--- src/rtl/alu_share_arbiter.sv ---
// ----------------------------------------------------------------------------
// alu_share_arbiter
//   Time-shares one external combinational 32-bit MIPS ALU among NREQ
//   requesters. A round-robin grant picks one (a, b, aluc) request at a time.
//   The operands are held in registers, so the ALU sees them stable for a full
//   EXEC cycle. The result and flags are registered and returned to the owning
//   requester over a valid/ready response channel.
//   Each op walks IDLE -> EXEC -> RESP -> IDLE. An accept at cycle T gives
//   resp_valid at T+2, and an op takes at least 3 cycles.
//
// Ports
//   clk, rst_n        clock, synchronous active-low reset
//   req_valid/ready   per-requester request handshake (ready is a one-hot
//                     accept pulse, combinational in IDLE)
//   req_a/b/aluc      packed per-requester operands and opcode
//   resp_valid/ready  per-requester response handshake (valid is one-hot)
//   resp_r/flags/err  registered result, {zero,carry,negative,overflow,flag},
//                     unsupported-opcode error
//   resp_id           index of the requester that owns the current result
//   alu_*             connection to the shared ALU
//   busy              high while an op is in EXEC or RESP
// ----------------------------------------------------------------------------
module alu_share_arbiter #(
    parameter int unsigned NREQ = 4,
    parameter int unsigned IDW  = 2
) (
    input  logic                clk,
    input  logic                rst_n,
    input  logic [NREQ-1:0]     req_valid,
    output logic [NREQ-1:0]     req_ready,
    input  logic [NREQ*32-1:0]  req_a,
    input  logic [NREQ*32-1:0]  req_b,
    input  logic [NREQ*6-1:0]   req_aluc,
    output logic [NREQ-1:0]     resp_valid,
    input  logic [NREQ-1:0]     resp_ready,
    output logic [31:0]         resp_r,
    output logic [4:0]          resp_flags,
    output logic                resp_err,
    output logic [IDW-1:0]      resp_id,
    output logic [31:0]         alu_a,
    output logic [31:0]         alu_b,
    output logic [5:0]          alu_aluc,
    input  logic [31:0]         alu_r,
    input  logic                alu_zero,
    input  logic                alu_carry,
    input  logic                alu_negative,
    input  logic                alu_overflow,
    input  logic                alu_flag,
    output logic                busy
);

    localparam int unsigned DW  = 32;
    localparam int unsigned OPW = 6;
    localparam int unsigned FW  = 5;

    localparam logic [OPW-1:0] OP_SLT  = 6'b101010;
    localparam logic [OPW-1:0] OP_SLTU = 6'b101011;

    typedef enum logic [1:0] {
        ST_IDLE = 2'd0,
        ST_EXEC = 2'd1,
        ST_RESP = 2'd2
    } state_e;

    state_e          state_q, state_d;
    logic [IDW-1:0]  last_grant_q, last_grant_d;
    logic [IDW-1:0]  id_q, id_d;
    logic [DW-1:0]   op_a_q, op_a_d;
    logic [DW-1:0]   op_b_q, op_b_d;
    logic [OPW-1:0]  op_aluc_q, op_aluc_d;
    logic [DW-1:0]   res_r_q, res_r_d;
    logic [FW-1:0]   res_flags_q, res_flags_d;
    logic            res_err_q, res_err_d;
    logic [NREQ-1:0] resp_valid_q, resp_valid_d;
    logic            busy_q, busy_d;

    logic            grant_found_c;
    logic [IDW-1:0]  grant_idx_c;
    int unsigned     cand_c;
    logic [NREQ-1:0] req_ready_c;

    // Opcodes the shared ALU implements; everything else (JR included) errors.
    function automatic logic op_supported(input logic [OPW-1:0] op);
        logic ok;
        case (op)
            6'b100000, 6'b100001, 6'b100010, 6'b100011,
            6'b100100, 6'b100101, 6'b100110, 6'b100111,
            6'b101010, 6'b101011,
            6'b000000, 6'b000010, 6'b000011,
            6'b000100, 6'b000110, 6'b000111,
            6'b001111: ok = 1'b1;
            default:   ok = 1'b0;
        endcase
        return ok;
    endfunction

    // Round-robin search: first valid requester after last_grant, wrapping.
    always_comb begin
        grant_found_c = 1'b0;
        grant_idx_c   = '0;
        cand_c        = 0;
        for (int unsigned k = 1; k <= NREQ; k++) begin
            cand_c = (32'(last_grant_q) + k) % NREQ;
            if (!grant_found_c && req_valid[IDW'(cand_c)]) begin
                grant_found_c = 1'b1;
                grant_idx_c   = IDW'(cand_c);
            end
        end
    end

    // Next-state and datapath capture.
    always_comb begin
        state_d      = state_q;
        last_grant_d = last_grant_q;
        id_d         = id_q;
        op_a_d       = op_a_q;
        op_b_d       = op_b_q;
        op_aluc_d    = op_aluc_q;
        res_r_d      = res_r_q;
        res_flags_d  = res_flags_q;
        res_err_d    = res_err_q;
        req_ready_c  = '0;

        case (state_q)
            ST_IDLE: begin
                if (grant_found_c) begin
                    req_ready_c[grant_idx_c] = 1'b1;
                    op_a_d    = req_a[DW*32'(grant_idx_c) +: DW];
                    op_b_d    = req_b[DW*32'(grant_idx_c) +: DW];
                    op_aluc_d = req_aluc[OPW*32'(grant_idx_c) +: OPW];
                    id_d      = grant_idx_c;
                    state_d   = ST_EXEC;
                end
            end
            ST_EXEC: begin
                if (op_supported(op_aluc_q)) begin
                    res_r_d   = alu_r;
                    res_err_d = 1'b0;
                    // The ALU only drives flag for slt/sltu; mask it otherwise.
                    res_flags_d = {alu_zero, alu_carry, alu_negative, alu_overflow,
                                   ((op_aluc_q == OP_SLT) || (op_aluc_q == OP_SLTU))
                                   ? alu_flag : 1'b0};
                end else begin
                    res_r_d     = '0;
                    res_flags_d = '0;
                    res_err_d   = 1'b1;
                end
                state_d = ST_RESP;
            end
            ST_RESP: begin
                if (resp_ready[id_q]) begin
                    last_grant_d = id_q;
                    state_d      = ST_IDLE;
                end
            end
            default: begin
                state_d = ST_IDLE;
            end
        endcase

        busy_d       = (state_d != ST_IDLE);
        resp_valid_d = (state_d == ST_RESP) ? (NREQ'(1) << id_d) : '0;
    end

    // State and output registers.
    always_ff @(posedge clk) begin
        if (!rst_n) begin
            state_q      <= ST_IDLE;
            last_grant_q <= IDW'(NREQ - 1);
            id_q         <= '0;
            op_a_q       <= '0;
            op_b_q       <= '0;
            op_aluc_q    <= '0;
            res_r_q      <= '0;
            res_flags_q  <= '0;
            res_err_q    <= 1'b0;
            resp_valid_q <= '0;
            busy_q       <= 1'b0;
        end else begin
            state_q      <= state_d;
            last_grant_q <= last_grant_d;
            id_q         <= id_d;
            op_a_q       <= op_a_d;
            op_b_q       <= op_b_d;
            op_aluc_q    <= op_aluc_d;
            res_r_q      <= res_r_d;
            res_flags_q  <= res_flags_d;
            res_err_q    <= res_err_d;
            resp_valid_q <= resp_valid_d;
            busy_q       <= busy_d;
        end
    end

    // Accept pulse is suppressed while reset is asserted.
    assign req_ready  = rst_n ? req_ready_c : '0;

    assign resp_valid = resp_valid_q;
    assign resp_r     = res_r_q;
    assign resp_flags = res_flags_q;
    assign resp_err   = res_err_q;
    assign resp_id    = id_q;
    assign busy       = busy_q;

    assign alu_a      = op_a_q;
    assign alu_b      = op_b_q;
    assign alu_aluc   = op_aluc_q;

endmodule

--- config.mk ---
export PLATFORM = sky130hd
export DESIGN_NAME = alu_share_arbiter
export DESIGN_NICKNAME = d
export VERILOG_FILES = /design/src/rtl/alu_share_arbiter.sv
export SDC_FILE = /design/constraint.sdc
export NUM_CORES = 1
export LEC_CHECK = 0
export BUFFER_PORTS_ARGS = -buffer_cell sky130_fd_sc_hd__buf_2
export CELL_PAD_IN_SITES_DETAIL_PLACEMENT = 1
export CELL_PAD_IN_SITES_GLOBAL_PLACEMENT = 1
export CORE_AREA = 10 10 164 166
export CTS_CLUSTER_SIZE = 28
export DETAILED_ROUTE_END_ITERATION = 6
export DIE_AREA = 0 0 174 176
export GPL_TIMING_DRIVEN = 0
export PLACE_DENSITY = 0.88
export SKIP_LAST_GASP = 1
export SLEW_MARGIN = 20
export SYNTH_ARGS = -nofsm -noshare
export SYNTH_HDL_FRONTEND = slang
export SYNTH_SLANG_ARGS = --single-unit
--- constraint.sdc ---
create_clock -name clk -period 3.8 [get_ports clk]
set_clock_uncertainty 0.15 [all_clocks]
set_input_delay 0.38 -clock clk [delete_from_list [all_inputs] [get_ports clk]]
set_output_delay 0.38 -clock clk [all_outputs]
set_load 0.005 [all_outputs]
==> key figures, run 1 <==
Run status
  • Status: finished, final reports clean

Synthesis
  • Primary FF master, synth: dfxtp_1
  • Post-synth ARST share: 0
  • Post-synth EDFFs: 0
  • Avg Inst Size Synth: 6.78 sq um
  • Synth Warn #: 0
  • Post-Syn Area: 6350 sq um
  • Seq/Total Area, Yosys: 0.378
  • Post-Synthesis Cells: 937
  • Synth cell types: 46
  • #FFs+latches synth: 120
  • Syn_nets: 1264

Critical path
  • CP max FO: 10
  • Worst Path Required: 3270 ps
  • CP Class: register to primary output
  • Max incr delay on CP: 500 ps
  • CP cell instances: o21ai_0 -> or2_1 -> and2_1 -> buf_2 -> buf_2 -> nand2_1 -> clkbuf_1 -> nor2_1 -> buf_2
  • Crit path DAT: 2670 ps
  • Buf/Inv on CP: 4
  • Reg2Reg Setup Slack: 890 ps
  • Reg2reg path depth: 8
  • Crit-path slowest cell: clkbuf_1
  • Critical Path Sink Type: primary output
  • Worst flop-to-flop path endpoint: alu_a[27]$_SDFFE_PN0N_
  • Crit path launch type: register
  • CP most frequent cell: buf_2
  • RR Startpoint: last_grant_q[1]$_SDFFE_PN1P_
  • CP delay by family, top: buffers and inverters

Final layout
  • Fin nets: 1727
  • # fillers: 3236
  • Area Growth Syn to Fin: 50.6%
  • Multi-input logic area: 3590 sq um
  • Layout cells sized above 1: 0.364
  • Fin cells: 1740
  • Fin area: 9570 sq um
  • Storage cell area: 2400 sq um

Hold path
  • Worst Hold Path EP: resp_r[18]$_SDFFE_PN0N_
  • HP Class: input pin to register
  • Hold path start: alu_r[18]
  • Hold path depth: 3

STA
  • # setup viols final: 0
  • RSZ-0062 raised after global routing: false
  • Crit path time final: 3200 ps
  • Setup TNS: 0 ps
  • Fin Hold WS: 90.2 ps
  • Relative slew slack: 0.557
  • Final Cycle Share: 0.843
  • Hold Vio Cnt, Final: 0
  • Max Fclk: 0.312 GHz
  • Worst slew pin tran: 665 ps
  • Max Slew Vio Count: 0

Clocking
  • Setup Buffers After CTS: 0
  • # hold bufs at CTS: 0
  • Clock root buffer: clkbuf_16
  • Clock sink count: 120
  • CTS tree: done
  • H-tree depth: 4
  • Clk pin slew, worst setup/hold paths: 60 ps
  • Clk_lat worst skew: 400 ps
  • Post-CTS Resized: 0
  • Cts bufs inserted: 17
  • Clk buf depth: 2

Routing
  • Avg WL per Cell: 21.1 microns
  • Drt initial violations: 316
  • First drt pass iteration count: 6
  • Post-route DRC: 0
  • Antenna-violating nets left: 0
  • Final WL: 36800 microns
  • Vias: 8610
  • Via density: 4.95

Die
  • Die area: 30600 sq um
  • DIE HEIGHT: 176 microns
  • Core ar.: 23800 sq um
  • Initial Utilization: 0.267
  • I/O pin cnt: 446
  • # rows: 57
  • Width of the die: 174 microns

Placement
  • GP Congestion: 0.883
  • Dpl cell area: 8980 sq um
  • Placed insts: 1705
  • Hpwl dp: 30600 microns
  • IO Port Bufs: 444

Flow run
  • Max Cap Viol: 0

Global routing
  • Total grt overflow: 0
  • Vias in the first global route: 9485
  • Initial antenna violation count: 5
  • GR Util All Layers: 0.228
  • First-pass GRT wire length: 54700 microns
  • Pin count of the biggest net entering global routing: 17

Power
  • IR drop worst, VDD: 0.234 mV
  • PwrDens: 463 nW/um^2
  • Leakage: 4.81 nW
-- Yosys cell counts (4+ instances only) --
| cell | instances | area share |
|---|---|---|
| o22ai_1 | 20 | 0.020 |
| nor2_1 | 12 | 0.0071 |
| nand2b_1 | 4 | 0.0039 |
| nand2_1 | 317 | 0.19 |
| a21oi_1 | 129 | 0.10 |
| dfxtp_1 | 120 | 0.38 |
| clkbuf_1 | 40 | 0.024 |
| buf_1 | 10 | 0.0059 |
| mux2i_1 | 28 | 0.044 |
| buf_2 | 28 | 0.022 |
| nor3_1 | 4 | 0.0032 |
| nand3_1 | 176 | 0.14 |
-- through the flow --
stage | setup slack, ps | utilization | power [W]
floorplan | 1630 | - | 0.00220
global placement | 666 | 0.377 | 0.00282
detailed placement | 654 | 0.377 | 0.00286
CTS | 496 | 0.401 | 0.00448
global route | 348 | 0.402 | 0.00470
finish | 596 | 0.402 | 0.00443
-- registers in the layout (all words and copies together) (netlist names), named ones only --
name          count
alu_a            32
alu_aluc          6
alu_b            32
busy              1
last_grant_q      2
resp_err          1
resp_flags        5
resp_id           2
resp_r           32
resp_valid        4
state_q           2
-- layout by cell type (no fill, tap or decap), drive strengths merged, types with 2 or more instances in the layout --
master,count
a211oi,3
a21o,2
a21oi,129
a22o,2
a31oi,2
and3,3
buf,484
bufinv,2
clkbuf,58
clkinv,9
clkinvlp,2
dfxtp,120
diode,3
inv,5
mux2,2
mux2i,28
nand2,317
nand2b,4
nand3,177
nand4,2
nand4b,2
nor2,13
nor2b,3
nor3,4
nor3b,2
o21ai,6
o22ai,20
-- layout make-up --
| cell class | count | area share |
|---|---|---|
| multi-input cells | 733 | 0.375 |
| flip-flops and latches | 120 | 0.251 |
| repair buffers | 444 | 0.232 |
| clock buffers | 18 | 0.0449 |
| well taps | 324 | 0.0424 |
| plain buffers | 80 | 0.0362 |
| clock inverters | 14 | 0.0158 |
| inverters | 4 | 0.00157 |
| diodes | 3 | 0.000785 |
-- worst max-delay path by stage --
| stage | startpoint | end | slack [ps] | cells past startpoint |
|---|---|---|---|---|
| finish | last_grant_q[1]$_SDFFE_PN1P_ | req_ready[3] | 600 | 9 |
| global route | last_grant_q[0]$_SDFFE_PN1P_ | req_ready[2] | 350 | 9 |
| CTS | last_grant_q[1]$_SDFFE_PN1P_ | req_ready[3] | 500 | 9 |
| detailed placement | req_valid[3] | alu_a[27]$_SDFFE_PN0N_ | 650 | 9 |
| global placement | req_valid[3] | alu_a[27]$_SDFFE_PN0N_ | 670 | 9 |
| floorplan | req_valid[3] | req_ready[2] | 1630 | 8 |
-- cells by family (layout without fill, tap and decap cells) --
logic type	count (synthesis)	in the layout	share of synthesized area
other	0	3	0
buffers and inverters	84	560	0.0569
AOI/OAI and AO/OA	171	171	0.152
DFF	120	120	0.378
muxes	31	31	0.0518
and+or+nand+nor	531	531	0.361
-- power breakdown --
| part | switching (W) | total, W | internal, W |
|---|---|---|---|
| clock | 0.000637 | 0.00161 | 0.000970 |
| sequential | 0.0000895 | 0.00150 | 0.00141 |
| combinational | 0.000812 | 0.00132 | 0.000512 |
| total | 0.00154 | 0.00443 | 0.00289 |
-- per-layer routing --
layer | vias up | part of all wire | track usage | routed length, microns
li1 | 4125 | - | - | -
met1 | 4098 | 0.38 | 0.235 | 14000
met2 | 336 | 0.51 | 0.422 | 18800
met3 | 51 | 0.083 | 0.0844 | 3050
met4 | 0 | 0.024 | 0.0680 | 878
met5 | - | 0 | 0 | 0
-- tightest hold or removal path, cell delays in order --
cell     delay [ps]
buf_2           100
nand3_1          70
a21oi_1          60
No activity file was read; power rests on OpenSTA's default activity.
==> run 2, diff against run 1 <==
--- a/config.mk
+++ b/config.mk
@@ -8,10 +8,10 @@
 export BUFFER_PORTS_ARGS = -buffer_cell sky130_fd_sc_hd__buf_2
 export CELL_PAD_IN_SITES_DETAIL_PLACEMENT = 1
 export CELL_PAD_IN_SITES_GLOBAL_PLACEMENT = 1
-export CORE_AREA = 10 10 164 166
+export CORE_MARGIN = 10
+export CORE_UTILIZATION = 27
 export CTS_CLUSTER_SIZE = 28
 export DETAILED_ROUTE_END_ITERATION = 6
-export DIE_AREA = 0 0 174 176
 export GPL_TIMING_DRIVEN = 0
 export PLACE_DENSITY = 0.88
 export SKIP_LAST_GASP = 1
==> constraint.sdc (replaced) <==
create_clock -name clk -period 3.3 [get_ports clk]
set_clock_uncertainty 0.15 [all_clocks]
set_input_delay 0.33 -clock clk [delete_from_list [all_inputs] [get_ports clk]]
set_output_delay 0.33 -clock clk [all_outputs]
set_load 0.005 [all_outputs]
==> run 2 against run 1 <==
Compared with the run above: die area down 1.9%; non-clock buffer count down 1; clock power up 11%; worst hold slack worse by 50 ps; utilization up 0.70 points; sequential share of layout area up 0.086 points; largest power group unchanged; total power up 14%; final cell count down 0.34%; combinational power up 16%; first-iteration DRC count up 35%; setup slack worse by 320 ps; critical endpoint unchanged; flip-flop and latch count unchanged; critical path type unchanged.
==> key figures, run 2 (same netlist as run 1, synthesis figures left out) <==
Critical path
  • Max incr delay on CP: 410 ps
  • Worst Path Required: 2820 ps
  • CP Class: register to primary output
  • Reg2reg path depth: 8
  • Crit path launch type: register
  • CP cell instances: nand2b_1 -> o22a_1 -> and2_1 -> buf_2 -> buf_2 -> nand2_2 -> nor2_1 -> buf_2
  • Reg2Reg Setup Slack: 360 ps
  • Critical Path Sink Type: primary output
  • Worst flop-to-flop path endpoint: alu_a[27]$_SDFFE_PN0N_
  • Crit path DAT: 2550 ps
  • RR Startpoint: last_grant_q[1]$_SDFFE_PN1P_
  • Crit-path slowest cell: dfxtp_1
  • CP most frequent cell: buf_2
  • CP max FO: 11

Final layout
  • Area Growth Syn to Fin: 50.1%
  • Fin cells: 1734
  • Fin area: 9530 sq um
  • Commonest non-fill, non-tap cells in the layout: buf_2 (472), nand2_1 (316), nand3_1 (176)
  • Fin nets: 1726
  • Layout cells sized above 1: 0.366
  • Commonest non-fill, non-tap cell in the layout: buf_2

Global routing
  • GR Util All Layers: 0.234
  • Initial antenna violation count: 5
  • Vias in the first global route: 9308
  • First-pass GRT wire length: 54900 microns
  • Total grt overflow: 0
  • Pin count of the biggest net entering global routing: 17

Routing
  • Via density: 4.98
  • Final WL: 36900 microns
  • First drt pass iteration count: 6
  • Drt initial violations: 428
  • Avg WL per Cell: 21.3 microns
  • Vias: 8641
  • Antenna-violating nets left: 0
  • Post-route DRC: 0

Hold path
  • HP Class: input pin to register
  • Worst Hold Path EP: resp_r[22]$_SDFFE_PN0N_
  • Hold path start: alu_r[22]
  • Hold path depth: 3

Die
  • DIE HEIGHT: 173 microns
  • Initial Utilization: 0.272
  • Die area: 30100 sq um
  • Width of the die: 173 microns
  • # rows: 56
  • I/O pin cnt: 446
  • Core ar.: 23300 sq um

Placement
  • Dpl cell area: 8970 sq um
  • Hpwl dp: 30700 microns
  • IO Port Bufs: 444
  • GP Congestion: 0.893
  • Placed insts: 1700

Power
  • IR drop worst, VDD: 0.269 mV
  • Internal power: 0.00325 W
  • Leakage: 4.79 nW
  • PwrDens: 529 nW/um^2
  • Clock network fraction of design power: 0.355
  • Overall Power: 0.00504 W
  • Share of total power in combinational logic: 0.303
  • Reg power frac: 0.342
  • Sw frac: 0.356
  • Psw: 0.00180 W

STA
  • RSZ-0062 raised after global routing: false
  • Setup TNS: 0 ps
  • # setup viols final: 0
  • Final Cycle Share: 0.917
  • Fin Hold WS: 40.0 ps
  • Max Fclk: 0.330 GHz
  • Relative slew slack: 0.504
  • Crit path time final: 3030 ps
  • Max Slew Vio Count: 0
  • Worst slew pin tran: 743 ps
  • Hold Vio Cnt, Final: 0

Clocking
  • CTS tree: done
  • H-tree depth: 4
  • Clk_lat worst skew: 410 ps
  • Clock sink count: 120
  • # hold bufs at CTS: 0
  • Clk buf depth: 2
  • Clk pin slew, worst setup/hold paths: 60 ps
  • Clock root buffer: clkbuf_16
  • Cts bufs inserted: 17

Run status
  • Status: finished, final reports clean

Flow run
  • Max Cap Viol: 0
[run 2: final cells by class]
class,instances,area (sq um)
buffer,79,343
sequential,120,2400
clock buffer,17,425
fill,3160,13800
antenna,4,10.0
clock inverter,14,128
multi-input combinational,733,3590
timing repair buffer,444,2220
tap,319,399
inverter,4,15.0
[run 2: worst max path at each step]
stage                                      start  slack [ps]  depth (start not counted)                      to
finish              last_grant_q[0]$_SDFFE_PN1P_         270                          8            req_ready[3]
global route        last_grant_q[0]$_SDFFE_PN1P_           7                          8            req_ready[3]
CTS                 last_grant_q[0]$_SDFFE_PN1P_           8                          8            req_ready[3]
detailed placement                  req_valid[3]         280                          9  alu_a[27]$_SDFFE_PN0N_
global placement                    req_valid[3]         310                          9  alu_a[27]$_SDFFE_PN0N_
floorplan                           req_valid[3]        1230                          8            req_ready[2]
[run 2: critical path, delay by kind of cell, from the launching register on]
kind | cells | cell delay [ps]
flip-flops | 1 | 410
AO/OA/AOI/OAI | 1 | 230
AND/OR/NAND/NOR | 4 | 770
buffers and inverters | 3 | 730
[run 2: power by group through the flow]
stage | Combinational [W] | Clock [W] | Sequential, W
3_5_place_dp | 0.00154 | 0 | 0.00175
4_1_cts | 0.00155 | 0.00183 | 0.00172
3_3_place_gp | 0.00151 | 0 | 0.00174
2_1_floorplan | 0.000779 | 0 | 0.00175
6_report | 0.00153 | 0.00179 | 0.00172
5_1_grt | 0.00170 | 0.00189 | 0.00175
[run 2: stage by stage]
step,util,worst slack [ps]
2_1_floorplan,-,1230
3_3_place_gp,0.384,306
3_5_place_dp,0.384,285
4_1_cts,0.408,7.51
5_1_grt,0.408,7.16
6_report,0.409,273
[run 2: what timing repair did]
action	4_1_cts	5_1_grt
endpoints found under the setup margin	2	2
buffers inserted	0	0
gates resized for setup	0	1
hold endpoints to repair	0	0
[run 2: metal layers]
metal / vias up / wire [microns] / part of all wire / track usage
li1: 4121 / - / - / -
met1: 4058 / 13600 / 0.37 / 0.244
met2: 390 / 18900 / 0.51 / 0.424
met3: 70 / 3210 / 0.087 / 0.0791
met4: 2 / 1260 / 0.034 / 0.0884
met5: - / 7 / 0.00019 / 0
